==> src/rtl/m6800_pkg.sv <==
// Shared types, defaults and parameter legality check for the 6800-style bus emulator.
package m6800_pkg;

    typedef enum logic [1:0] {
        StIdle   = 2'd0,
        StArmed  = 2'd1,
        StDtWait = 2'd2,
        StDtack  = 2'd3
    } bus_state_e;

    localparam int unsigned DefEDiv    = 10;
    localparam int unsigned DefELow    = 6;
    localparam int unsigned DefVmaSlot = 3;

    function automatic bit params_legal(input int unsigned e_div,
                                        input int unsigned e_low,
                                        input int unsigned vma_slot,
                                        input int unsigned dtack_delay,
                                        input int unsigned sync_stages,
                                        input int unsigned cnt_w);
        return (e_div >= 4) && (e_div <= 16) &&
               (e_low >= 1) && (e_low <= e_div - 1) &&
               (vma_slot + 2 <= e_low) &&
               (dtack_delay <= 7) &&
               (sync_stages >= 1) && (sync_stages <= 3) &&
               (cnt_w >= 1) && (cnt_w <= 16) &&
               ((32'd1 << cnt_w) >= e_div);
    endfunction

endpackage

==> src/rtl/m6800_bus_emu_if.sv <==
// CPU-side pins seen by the 6800 bus emulator: VPA/AS/CPUSPACE in, E/VMA/DTACK/BUSY out.
interface m6800_bus_emu_if;

    logic VPA_n;
    logic CPUSPACE;
    logic AS_CPU_n;
    logic E;
    logic E_RISE;
    logic E_FALL;
    logic VMA_n;
    logic M6800_DTACK_n;
    logic BUSY;

    modport master (
        output VPA_n, CPUSPACE, AS_CPU_n,
        input  E, E_RISE, E_FALL, VMA_n, M6800_DTACK_n, BUSY
    );

    modport slave (
        input  VPA_n, CPUSPACE, AS_CPU_n,
        output E, E_RISE, E_FALL, VMA_n, M6800_DTACK_n, BUSY
    );

endinterface

==> src/rtl/bus_sync.sv <==
// Flop-chain synchroniser for an active-low async pin; resets to the deasserted (1) level.
module bus_sync #(
    parameter int unsigned Stages = 2
) (
    input  logic clk_i,
    input  logic rst_i,
    input  logic d_i,
    output logic q_o
);

    logic [Stages-1:0] chain_q;

    always_ff @(posedge clk_i) begin
        if (rst_i) begin
            chain_q <= '1;
        end else begin
            chain_q[0] <= d_i;
            for (int i = 1; i < int'(Stages); i++) begin
                chain_q[i] <= chain_q[i-1];
            end
        end
    end

    assign q_o = chain_q[Stages-1];

endmodule

==> src/rtl/m6800_bus_emu.sv <==
// 6800-style synchronous bus emulator: divides C7M into E, asserts VMA_n in the E slot for
// VPA-qualified cycles and returns M6800_DTACK_n after E falls.
module m6800_bus_emu
    import m6800_pkg::*;
#(
    parameter int unsigned E_DIV       = DefEDiv,
    parameter int unsigned E_LOW       = DefELow,
    parameter int unsigned VMA_SLOT    = DefVmaSlot,
    parameter int unsigned DTACK_DELAY = 0,
    parameter int unsigned SYNC_STAGES = 2,
    parameter int unsigned CNT_W       = 4
) (
    input  logic             C7M,
    input  logic             RESET,
    m6800_bus_emu_if.slave   bus
);

    if (!params_legal(E_DIV, E_LOW, VMA_SLOT, DTACK_DELAY, SYNC_STAGES, CNT_W))
    begin : g_param_check
        $error("m6800_bus_emu: illegal parameter set");
    end

    localparam logic [CNT_W-1:0] CntLast = CNT_W'(E_DIV - 1);
    localparam logic [CNT_W-1:0] CntLow  = CNT_W'(E_LOW);
    localparam logic [CNT_W-1:0] CntSlot = CNT_W'(VMA_SLOT);
    localparam logic [2:0]       DlyLoad = 3'(DTACK_DELAY);

    logic vpa_s;
    logic as_s;

    bus_sync #(
        .Stages (SYNC_STAGES)
    ) u_sync_vpa (
        .clk_i (C7M),
        .rst_i (RESET),
        .d_i   (bus.VPA_n),
        .q_o   (vpa_s)
    );

    bus_sync #(
        .Stages (SYNC_STAGES)
    ) u_sync_as (
        .clk_i (C7M),
        .rst_i (RESET),
        .d_i   (bus.AS_CPU_n),
        .q_o   (as_s)
    );

    // E divider: flags are registered from the next count so they line up with e_cnt_q
    logic [CNT_W-1:0] e_cnt_q, e_cnt_d;
    logic             e_q, e_rise_q, e_fall_q;

    assign e_cnt_d = (e_cnt_q == CntLast) ? '0 : e_cnt_q + 1'b1;

    always_ff @(posedge C7M) begin
        if (RESET) begin
            e_cnt_q  <= '0;
            e_q      <= 1'b0;
            e_rise_q <= 1'b0;
            e_fall_q <= 1'b0;
        end else begin
            e_cnt_q  <= e_cnt_d;
            e_q      <= (e_cnt_d >= CntLow);
            e_rise_q <= (e_cnt_d == CntLow);
            e_fall_q <= (e_cnt_d == '0);
        end
    end

    bus_state_e state_q, state_d;
    logic       vma_n_q, vma_n_d;
    logic       dtack_n_q, dtack_n_d;
    logic [2:0] dly_q, dly_d;

    always_comb begin
        state_d   = state_q;
        vma_n_d   = vma_n_q;
        dtack_n_d = dtack_n_q;
        dly_d     = dly_q;
        case (state_q)
            StIdle: begin
                if ((e_cnt_q == CntSlot) && !vpa_s && !as_s && !bus.CPUSPACE) begin
                    vma_n_d = 1'b0;
                    state_d = StArmed;
                end
            end
            StArmed: begin
                // abort wins over a DTACK that would otherwise assert on this edge
                if (as_s || vpa_s) begin
                    vma_n_d   = 1'b1;
                    dtack_n_d = 1'b1;
                    state_d   = StIdle;
                end else if (e_cnt_q == CntLast) begin
                    if (DTACK_DELAY == 0) begin
                        dtack_n_d = 1'b0;
                        state_d   = StDtack;
                    end else begin
                        dly_d   = DlyLoad;
                        state_d = StDtWait;
                    end
                end
            end
            StDtWait: begin
                if (as_s || vpa_s) begin
                    vma_n_d   = 1'b1;
                    dtack_n_d = 1'b1;
                    state_d   = StIdle;
                end else if (dly_q == 3'd1) begin
                    dtack_n_d = 1'b0;
                    state_d   = StDtack;
                end else begin
                    dly_d = dly_q - 3'd1;
                end
            end
            StDtack: begin
                if (as_s) begin
                    vma_n_d   = 1'b1;
                    dtack_n_d = 1'b1;
                    state_d   = StIdle;
                end
            end
            default: begin
                vma_n_d   = 1'b1;
                dtack_n_d = 1'b1;
                state_d   = StIdle;
            end
        endcase
    end

    always_ff @(posedge C7M) begin
        if (RESET) begin
            state_q   <= StIdle;
            vma_n_q   <= 1'b1;
            dtack_n_q <= 1'b1;
            dly_q     <= '0;
        end else begin
            state_q   <= state_d;
            vma_n_q   <= vma_n_d;
            dtack_n_q <= dtack_n_d;
            dly_q     <= dly_d;
        end
    end

    assign bus.E             = e_q;
    assign bus.E_RISE        = e_rise_q;
    assign bus.E_FALL        = e_fall_q;
    assign bus.VMA_n         = vma_n_q;
    assign bus.M6800_DTACK_n = dtack_n_q;
    assign bus.BUSY          = (state_q != StIdle);

endmodule

==> src/flat_wrapper.sv <==
// flat-port wrapper written by rule: the top's interface ports become plain ports
module m6800_bus_emu_flat import m6800_pkg::*;
#(
    parameter int unsigned E_DIV       = DefEDiv,
    parameter int unsigned E_LOW       = DefELow,
    parameter int unsigned VMA_SLOT    = DefVmaSlot,
    parameter int unsigned DTACK_DELAY = 0,
    parameter int unsigned SYNC_STAGES = 2,
    parameter int unsigned CNT_W       = 4
)
  (C7M, RESET, bus_VPA_n, bus_CPUSPACE, bus_AS_CPU_n, bus_E, bus_E_RISE, bus_E_FALL, bus_VMA_n, bus_M6800_DTACK_n, bus_BUSY);
  m6800_bus_emu_if bus_i ();
  input  logic C7M;
  input  logic RESET;
  input wire logic [$bits(bus_i.VPA_n)-1:0] bus_VPA_n;
  input wire logic [$bits(bus_i.CPUSPACE)-1:0] bus_CPUSPACE;
  input wire logic [$bits(bus_i.AS_CPU_n)-1:0] bus_AS_CPU_n;
  output wire logic [$bits(bus_i.E)-1:0] bus_E;
  output wire logic [$bits(bus_i.E_RISE)-1:0] bus_E_RISE;
  output wire logic [$bits(bus_i.E_FALL)-1:0] bus_E_FALL;
  output wire logic [$bits(bus_i.VMA_n)-1:0] bus_VMA_n;
  output wire logic [$bits(bus_i.M6800_DTACK_n)-1:0] bus_M6800_DTACK_n;
  output wire logic [$bits(bus_i.BUSY)-1:0] bus_BUSY;
  assign bus_i.VPA_n = bus_VPA_n;
  assign bus_i.CPUSPACE = bus_CPUSPACE;
  assign bus_i.AS_CPU_n = bus_AS_CPU_n;
  assign bus_E = bus_i.E;
  assign bus_E_RISE = bus_i.E_RISE;
  assign bus_E_FALL = bus_i.E_FALL;
  assign bus_VMA_n = bus_i.VMA_n;
  assign bus_M6800_DTACK_n = bus_i.M6800_DTACK_n;
  assign bus_BUSY = bus_i.BUSY;
  m6800_bus_emu #(.E_DIV(E_DIV), .E_LOW(E_LOW), .VMA_SLOT(VMA_SLOT), .DTACK_DELAY(DTACK_DELAY), .SYNC_STAGES(SYNC_STAGES), .CNT_W(CNT_W)) u_core (.C7M(C7M), .RESET(RESET), .bus(bus_i));
endmodule
==> config.mk <==
export PLATFORM = sky130hd
export DESIGN_NAME = m6800_bus_emu_flat
export DESIGN_NICKNAME = d
export VERILOG_FILES = /design/src/rtl/m6800_pkg.sv /design/src/rtl/m6800_bus_emu_if.sv /design/src/rtl/bus_sync.sv /design/src/rtl/m6800_bus_emu.sv /design/src/flat_wrapper.sv
export SDC_FILE = /design/constraint.sdc
export NUM_CORES = 1
export LEC_CHECK = 0
export CAP_MARGIN = 40
export CORE_MARGIN = 5
export CORE_UTILIZATION = 33
export CTS_BUF_LIST = sky130_fd_sc_hd__clkbuf_16
export DETAILED_ROUTE_END_ITERATION = 6
export PLACE_DENSITY_LB_ADDON = 0.1
export SYNTH_ARGS = -nofsm -noshare
export SYNTH_HDL_FRONTEND = slang
export SYNTH_HIERARCHICAL = 1
export SYNTH_SLANG_ARGS = --single-unit
==> constraint.sdc <==
create_clock -name C7M -period 1.7 [get_ports C7M]
set_input_delay 0.34 -clock C7M [delete_from_list [all_inputs] [get_ports C7M]]
set_output_delay 0.34 -clock C7M [all_outputs]
set_load 0.005 [all_outputs]
## Yosys cells after proc, flatten, opt, wreduce, memory -nomap -nowiden

Cells that the tools add are included.

| storage, ports and cells | value |
|---|---|
| logic and storage cells | 60 |
| register bits after elaboration | 18 |
| memories | 0 |
| latch bits | 0 |
| memory bits (read-only) | 0 |
| RAM bits | 0 |
| output and inout bits | 6 |
| input port bits | 5 |

| cells by class | value |
|---|---|
| add/subtract/negate cells | 2 |
| $lt $le $gt $ge | 1 |
| bitwise logic cells | 2 |
| $mul | 0 |
| mux-type cells | 17 |
| reduce and logical (&&, ||, !) cells | 16 |
| div/mod/pow operators | 0 |
| shifts and indexed selects | 0 |
| equal/unequal tests | 12 |

Operators by type and width:

| kind | count |
|---|---|
| two-way mux 2 bit | 6 |
| one-hot mux 2 bit (4 select lines) | 1 |
| AND reduction 4 bit | 2 |
| two-way mux 1 bit | 7 |
| != test 3 x 1 -> 1 bit (second input constant) | 2 |
| one-hot mux 1 bit (3 select lines) | 2 |
| AND reduction 3 bit | 2 |
| adder 4 x 1 -> 4 bit (second input constant) | 1 |
| equality test 2 bit (second input constant) | 2 |
| equality test 4 x 2 -> 1 bit (second input constant) | 1 |
| equality test 4 x 3 -> 1 bit (second input constant) | 1 |
| equality test 4 bit (second input constant) | 1 |
| >= comparator 4 x 3 -> 1 bit (second input constant) | 1 |
| logical NOT 4 bit | 1 |
| two-way mux 4 bit | 1 |
| != test 2 x 1 -> 1 bit (second input constant) | 2 |
| equality test 3 x 1 -> 1 bit (second input constant) | 1 |
| logical AND 1 bit | 3 |
| logical NOT 1 bit | 3 |
| nonzero test 3 bit | 1 |
| subtractor 3 x 1 -> 3 bit (second input constant) | 1 |
| equality test 2 x 1 -> 1 bit (second input constant) | 1 |
| logical NOT 2 bit | 1 |
| != test 2 bit (second input constant) | 1 |
| 4 further kinds | 5 |

## Longest topological paths before layout

Gate-level depths: netlist of run 1.

| depth | value |
|---|---|
| depth in word-level cells | 6 |
| mapped depth | 6 |

## Hierarchy

The synthesis of run 1 kept the hierarchy.

By module, submodules not included:

| module | instances | area each (um^2) | cells an instance | sequential area each (um^2) |
|---|---|---|---|---|
| m6800_bus_emu | 1 | 763.2 | 86 | 280.3 |
| bus_sync | 2 | 52.6 | 4 | 40.0 |

## Worst setup path after synthesis of run 1

No wires, ideal clock.

| timing | value |
|---|---|
| kind | flip-flop to flip-flop |
| start point | reg u_core.state_q[1] |
| end point | reg u_core.state_q[1] |
| stages on the path, launching flop included | 7 |
| required time | 1.605 ns |
| period minus slack after synthesis | 1.443 ns |
| arrival | 1.348 ns |
| slack | 0.257 ns |
| path through | dfxtp_1 -> inv_1 -> ha_1 -> nor3b_1 -> a32oi_1 -> nand3_2 -> a221oi_1 |

| on the way | value |
|---|---|
| longest elaborated chain between the ends | 3 |
| elaborated cells on any way between the ends | 10 |

Ends and longest elaborated chain:

| element | RTL line | text |
|---|---|---|
| from (decl) | m6800_bus_emu.sv:69 | `bus_state_e state_q, state_d;` |
| from (signal assigned) | m6800_bus_emu.sv:131 | `state_q <= StIdle;` |
| from (signal assigned) | m6800_bus_emu.sv:136 | `state_q <= state_d;` |
| equality test 2 bit (tied with other cells) | m6800_bus_emu.sv:79 | `case (state_q)` |
| != test 3 x 1 -> 1 bit (no line) (tied with other cells) | -- |  |
| AND reduction 4 bit (no line) | -- |  |

Parallel ways exist; a longest one is shown, timed or not.
A chain may end at the register's enable or synchronous reset.

## Final worst setup path of run 1

| timing | value |
|---|---|
| start point | reg u_core.state_q[0] |
| end point | reg u_core.state_q[1] |

Same word-level chain as after synthesis.

==> flow_summary.toml, run 1 <==
[power]
total_power_mw = 1.43
ir_drop_v = 0.000740
p_per_area_nw_per_um2 = 1260
p_leak_nw = 0.472

[routing]
routed_via_density = 4.84
dr.pass1.iters = 4
wl_per_cell_um = 11.5
drt_iter0_markers = 4
drt-total-wl_um = 1640
remaining_drc_errors = 0
postRouteAntennaNets = 0
num_vias = 687

[place]
io_buffers = 10
dp_hpwl_um = 1210
place_congestion = 0.783
dp_slack_ns = -0.0465

[clock_network]
clock_latency_ns = 0.25
cts_tree = "done"
numCtsBuffers = 3
hold_buffers = 0
clockRootBuffer = "clkbuf_16"
clock_sinks = 18
h-tree-depth = 1
path_clk_slew_ns = 0.05
cts_buffer_depth = 2

[setup_path]
r2r_start = "u_core/state_q[0]$_SDFFE_PP0P_"
worstPathCellList = "buf_4, ha_1, nor3b_1, a32oi_1, buf_4, nand3_2, a221oi_1"
crit_top_cell = "buf_4"
reg2reg_depth = 7
cp-start-kind = "register"
r2r-end = "u_core/state_q[1]$_SDFFE_PP0P_"
critPathRequiredTime_ns = 1.84
crit_type = "reg2reg"
crit_path_max_incr_delay_ns = 0.32
critical_path_arrival_ns = 1.72
crit_family = "compound AO/OA/AOI/OAI gates"
worst-path-buf-inv = 2
cp.depth = 7
setup.worst_path.start = "u_core/state_q[0]$_SDFFE_PP0P_"
end_kind = "register"
rrSetupSlack_ns = 0.12
path_max_fanout = 4
crit_path_end = "u_core/state_q[1]$_SDFFE_PP0P_"
critPathSlowestCell = "dfxtp_2"

[layout]
final_cell_mix = "16 x dfxtp_1, 9 x clkdlybuf4s50_1, 9 x nor2_1"
drive_above_1_share = 0.179
num-nets-final = 125
layout_commonest_cell = "dfxtp_1"
insertedDiodeCount = 0
syn2layout_area_growth_pct = 30.1

[grt]
grt_pass1_wl_um = 2860
grt_pass1_vias = 672
grt-ovfl-total = 0
grt_start_max_net_pins = 11
grtUsageTotal = 0.105
antenna_found_initial = 0

[logic_synthesis]
yosys.area_share.simple = 0.218
synth_compound_area_frac = 0.147
ys_ff_latch = 18
post_synth.cell_area_avg_um2 = 9.24
syn_area_um2 = 868
ys_warn_count = 6
muxShareOfSynthArea = 0.0245
yosysSeqAreaShare = 0.415
syn_inst = 94
synth-adder-area-share = 0.101
synth-xor-area-share = 0.0303
synth_top_family_by_area = "simple AND/OR/NAND/NOR gates"
synth_nets = 106
yosysUniqueCellTypes = 34

[die]
fp-row-count = 18
die_w_um = 61.3
io_pins = 11
floorplan.initialDensity = 0.347
coreArea_um2 = 2500
die_h_um = 61.3
die_area_um2 = 3760

[timing]
fin_crit_sh = 0.929
timing.final.ws_setup_ns = 0.120
timing.fmax_ghz = 0.633
finalCriticalPeriod_ns = 1.58
finalSetupViolations = 0
rsz0062_at_grt = "no"
slew_violations = 0
hold_violations = 0
worst_slew_pin_slew_ns = 0.329
finClkSkew_ns = 0.00231
slew-limit-headroom = 0.780

[outcome]
status = "complete, no violations"

[worst_hold_path]
worstHoldPathType = "reg2reg"

[job]
drv_cap = 0
==> sequential cells by signal, summed over array words and instances (netlist names) <==
name / count
u_core/bus.E: 1
u_core/bus.E_FALL: 1
u_core/bus.E_RISE: 1
u_core/bus.M6800_DTACK_n: 1
u_core/bus.VMA_n: 1
u_core/dly_q: 3
u_core/e_cnt_q: 4
u_core/state_q: 2
u_core/u_sync_as/chain_q: 2
u_core/u_sync_vpa/chain_q: 2
==> final cells by class <==
cell class                 instances  area (µm²)
clock buffer                       3        75.1
clock inverter                     1        3.75
fill                             255        1370
inverter                          10        37.5
multi-input combinational         62         454
sequential                        18         363
tap                               30        37.5
timing repair buffer              18         159
==> layer usage <==
metal  wire length [µm]  share of wire  global-route usage  up-vias
met5                  0              0                   0        -
li1                   -              -                   -      355
met3                113          0.069              0.0482        2
met4                 17          0.010              0.0495        0
met1                798           0.49               0.131      313
met2                710           0.43               0.153       17
==> through the flow <==
| stage | TNS, ns | hold slack, ns | util | instances | area [µm²] |
|---|---|---|---|---|---|
| after detailed placement | -0.0723 | 0.392 | 0.413 | 136 | 1030 |
| after CTS | 0 | 0.406 | 0.452 | 142 | 1130 |
| after global placement | 0 | 0.388 | 0.413 | 136 | 1030 |
| final | 0 | 0.403 | 0.452 | 142 | 1130 |
| after global routing | 0 | 0.443 | 0.452 | 142 | 1130 |
| after floorplan | 0 | 0.383 | - | 94 | 868 |
==> cell usage after synthesis, drive strengths merged <==
master   number  area, µm²
dfxtp        18        360
inv          10       37.5
nor2          9       33.8
ha            7       87.6
a21oi         5       25.0
or2           5       33.8
nand2         4       15.0
nand2b        4       25.0
nand3         3       20.0
a221oi        2       17.5
buf           2       10.0
clkbuf        2       8.75
nor3          2       10.0
o211ai        2       15.0
o21a          2       15.0
xor2          2       17.5
a211oi        1       7.51
a32oi         1       8.76
and3          1       6.26
mux2          1       11.3
mux2i         1       10.0
nand3b        1       7.51
nand4         1       6.26
nand4bb       1       11.3
nor2b         1       6.26
nor3b         1       7.51
nor4          1       6.26
o21ai         1       5.00
o22ai         1       6.26
o41ai         1       27.5
xnor2         1       8.76
==> report_power, final <==
group / leakage, nW / switching (mW) / internal (mW) / total [mW]
logic: 0.286 / 0.211 / 0.246 / 0.457
clock network: 0.0385 / 0.157 / 0.312 / 0.470
registers: 0.148 / 0.0291 / 0.470 / 0.499
total: 0.472 / 0.397 / 1.03 / 1.43
==> repair_timing <==
| action | CTS | global route |
|---|---|---|
| endpoints found under the setup margin | 1 | 0 |
| gates resized for setup | 6 | 0 |
| buffers inserted | 2 | 0 |
==> worst min path at each step <==
stage                                           startpoint                                     end  slack [ns]  cells past startpoint
floorplan           u_core/u_sync_as/chain_q[0]$_SDFF_PP1_  u_core/u_sync_as/chain_q[1]$_SDFF_PP1_        0.38                      1
global placement    u_core/u_sync_as/chain_q[0]$_SDFF_PP1_  u_core/u_sync_as/chain_q[1]$_SDFF_PP1_        0.39                      1
detailed placement  u_core/u_sync_as/chain_q[0]$_SDFF_PP1_  u_core/u_sync_as/chain_q[1]$_SDFF_PP1_        0.39                      1
CTS                 u_core/u_sync_as/chain_q[0]$_SDFF_PP1_  u_core/u_sync_as/chain_q[1]$_SDFF_PP1_        0.41                      1
global route        u_core/u_sync_as/chain_q[0]$_SDFF_PP1_  u_core/u_sync_as/chain_q[1]$_SDFF_PP1_        0.44                      1
finish              u_core/u_sync_as/chain_q[0]$_SDFF_PP1_  u_core/u_sync_as/chain_q[1]$_SDFF_PP1_        0.40                      1
==> cells by family (layout without fill, tap and decap cells) <==
kind of cell,count (synthesis),after routing
fa+ha+maj,7,7
xor+xnor,3,3
flops,18,18
buf+inv,14,32
simple gates,34,34
mux,2,2
compound gates,16,16
Power figures use the tool's default switching activity.
==> inputs of run 2 (changes only) <==
--- a/config.mk
+++ b/config.mk
@@ -6,7 +6,7 @@
 export NUM_CORES = 1
 export LEC_CHECK = 0
 export CAP_MARGIN = 40
-export CORE_MARGIN = 5
+export CORE_MARGIN = 2
 export CORE_UTILIZATION = 33
 export CTS_BUF_LIST = sky130_fd_sc_hd__clkbuf_16
 export DETAILED_ROUTE_END_ITERATION = 6
==> run 2 against run 1 <==
Compared with the run above: critical path depth unchanged; die area down 19%; total power is 0.75% lower; flip-flop and latch count is the same; cell count fell by 0.70%; first-iteration DRC count increased to 2.5 times the previous value; worst hold slack worse by 0.0044 ns; fmax decreased by 1.9%; sequential share of layout area is 0.52 points lower; clock-buffer cell count unchanged; wire length is 5.1% lower; critical path type unchanged; largest cell class unchanged.
==> flow_summary.toml, run 2 (synthesis results as in run 1) <==
[grt]
grtUsageTotal = 0.108
grt_pass1_wl_um = 2640
grt_pass1_vias = 626
grt_start_max_net_pins = 16
antenna_found_initial = 0
grt-ovfl-total = 0

[layout]
fin_area_um2 = 1150
insertedDiodeCount = 0
top_register = "u_core/e_cnt_q"
n_fill_cell = 250
reg.largest.list = "u_core/e_cnt_q x4, u_core/dly_q x3"
drive_above_1_share = 0.171
utilization = 0.464
num-nets-final = 124
final_cell_mix = "16 x dfxtp_1, 9 x clkdlybuf4s50_1, 9 x nor2_1"
largest_reg_flops = 4
syn2layout_area_growth_pct = 32.3
layout_commonest_cell = "dfxtp_1"

[setup_path]
r2r-end = "u_core/state_q[0]$_SDFFE_PP0P_"
critical_path_arrival_ns = 1.74
end_kind = "register"
crit_type = "reg2reg"
reg2reg_depth = 7
setup.worst_path.start = "u_core/state_q[0]$_SDFFE_PP0P_"
crit_path_end = "u_core/state_q[0]$_SDFFE_PP0P_"
r2r_start = "u_core/state_q[0]$_SDFFE_PP0P_"
rrSetupSlack_ns = 0.09
critPathRequiredTime_ns = 1.83
path_max_fanout = 4
cp-start-kind = "register"

[clock_network]
clockRootBuffer = "clkbuf_16"
clock_sinks = 18
cts_buffer_depth = 2
h-tree-depth = 1
path_clk_slew_ns = 0.05
clock_latency_ns = 0.24
numCtsBuffers = 3
cts_tree = "done"

[timing]
slew_violations = 0
finalSetupViolations = 0
rsz0062_at_grt = "no"
worst_slew_pin_slew_ns = 0.304
hold_violations = 0
finClkSkew_ns = 0.00229
timing.fmax_ghz = 0.621
slew-limit-headroom = 0.796
finalCriticalPeriod_ns = 1.61
fin_crit_sh = 0.947

[routing]
num_vias = 667
drt-total-wl_um = 1560
postRouteAntennaNets = 0
drt_iter0_markers = 10
routed_via_density = 4.73
remaining_drc_errors = 0
dr.pass1.iters = 4
wl_per_cell_um = 11.0

[die]
die_area_um2 = 3060
floorplan.initialDensity = 0.351
die_h_um = 55.3
fp-row-count = 18
coreArea_um2 = 2480
io_pins = 11
die_w_um = 55.3

[place]
io_buffers = 10
placed_area_um2 = 1040
dp_hpwl_um = 1150
place_congestion = 0.714

[worst_hold_path]
hold_path_depth = 1
worstHoldPathType = "reg2reg"

[job]
drv_cap = 0

[power]
pwr-share-seq = 0.352
p_sw_frac = 0.272
combPwrFrac = 0.322
p_int_mw = 1.03
p_clk_frac = 0.326
p_leak_nw = 0.484
ir_drop_v = 0.000930
p_sw_uw = 385
p_per_area_nw_per_um2 = 1230

[outcome]
status = "complete, no violations"
## run 2: changes by cell type in the layout (fill, tap and decap cells not counted)
cell / delta
ha_2: -1
buf_4: -2
dlymetal6s2s_1: +1
ha_4: +1
dlygate4sd2_1: -1
buf_12: +1
## run 2: worst max-delay path, cell delays in order (launching register included)
cell      delay (ns)
dfxtp_2         0.32
buf_4           0.13
ha_1            0.18
nor3b_1         0.13
a32oi_1         0.16
buf_4           0.16
nand3_2         0.08
a221oi_1        0.33
## run 2: what timing repair did
action	4_1_cts	5_1_grt
gates cloned	0	0
pin swaps	1	0
setup buffers	2	0
gates resized for setup	6	1
hold buffers	0	0
setup endpoints to repair	1	1
## run 2: stage by stage
step	std cells	setup TNS (ns)	hold WS [ns]	worst slack [ns]	power, mW
after global routing	141	0	0.430	0.0130	1.51
after floorplan	94	0	0.383	0.257	0.774
after global placement	135	0	0.392	0.00917	0.901
after detailed placement	135	-0.0654	0.388	-0.0640	0.904
final	141	0	0.399	0.0896	1.41
after CTS	141	0	0.401	0.00378	1.44
## run 2: power by group through the flow
stage | sequential (mW) | combinational, mW | clock [mW]
finish | 0.498 | 0.455 | 0.462
global placement | 0.503 | 0.398 | 0
floorplan | 0.498 | 0.277 | 0
global route | 0.504 | 0.504 | 0.501
detailed placement | 0.505 | 0.399 | 0
CTS | 0.497 | 0.465 | 0.476
## run 2: layout make-up
cell class | count | area, µm² | area share
Inverter | 10 | 37.5 | 0.0327
Multi-Input combinational cell | 62 | 464 | 0.404
Timing Repair Buffer | 17 | 168 | 0.146
Clock buffer | 3 | 75.1 | 0.0654
Sequential cell | 18 | 363 | 0.316
Tap cell | 30 | 37.5 | 0.0327
Clock inverter | 1 | 3.75 | 0.00327
## run 2: layer usage
layer	routed length [µm]	global-route usage	up-vias
li1	-	-	354
met1	813	0.143	301
met5	0	0	-
met3	51	0.0304	2
met4	10	0.0418	0
met2	681	0.167	10
## run 2: worst min-delay path by stage
stage                                      startpoint                                      to  slack [ns]
5_1_grt        u_core/u_sync_as/chain_q[0]$_SDFF_PP1_  u_core/u_sync_as/chain_q[1]$_SDFF_PP1_        0.43
3_3_place_gp   u_core/u_sync_as/chain_q[0]$_SDFF_PP1_  u_core/u_sync_as/chain_q[1]$_SDFF_PP1_        0.39
3_5_place_dp   u_core/u_sync_as/chain_q[0]$_SDFF_PP1_  u_core/u_sync_as/chain_q[1]$_SDFF_PP1_        0.39
6_report       u_core/u_sync_as/chain_q[0]$_SDFF_PP1_  u_core/u_sync_as/chain_q[1]$_SDFF_PP1_        0.40
2_1_floorplan  u_core/u_sync_as/chain_q[0]$_SDFF_PP1_  u_core/u_sync_as/chain_q[1]$_SDFF_PP1_        0.38
4_1_cts        u_core/u_sync_as/chain_q[0]$_SDFF_PP1_  u_core/u_sync_as/chain_q[1]$_SDFF_PP1_        0.40
==> inputs of run 3 (changes only) <==
--- a/config.mk
+++ b/config.mk
@@ -9,6 +9,7 @@
 export CORE_MARGIN = 2
 export CORE_UTILIZATION = 33
 export CTS_BUF_LIST = sky130_fd_sc_hd__clkbuf_16
+export CTS_CLUSTER_DIAMETER = 100
 export DETAILED_ROUTE_END_ITERATION = 6
 export PLACE_DENSITY_LB_ADDON = 0.1
 export SYNTH_ARGS = -nofsm -noshare
==> results of run 3 <==
Final layout, timing and power as in run 2 (identical DEF).
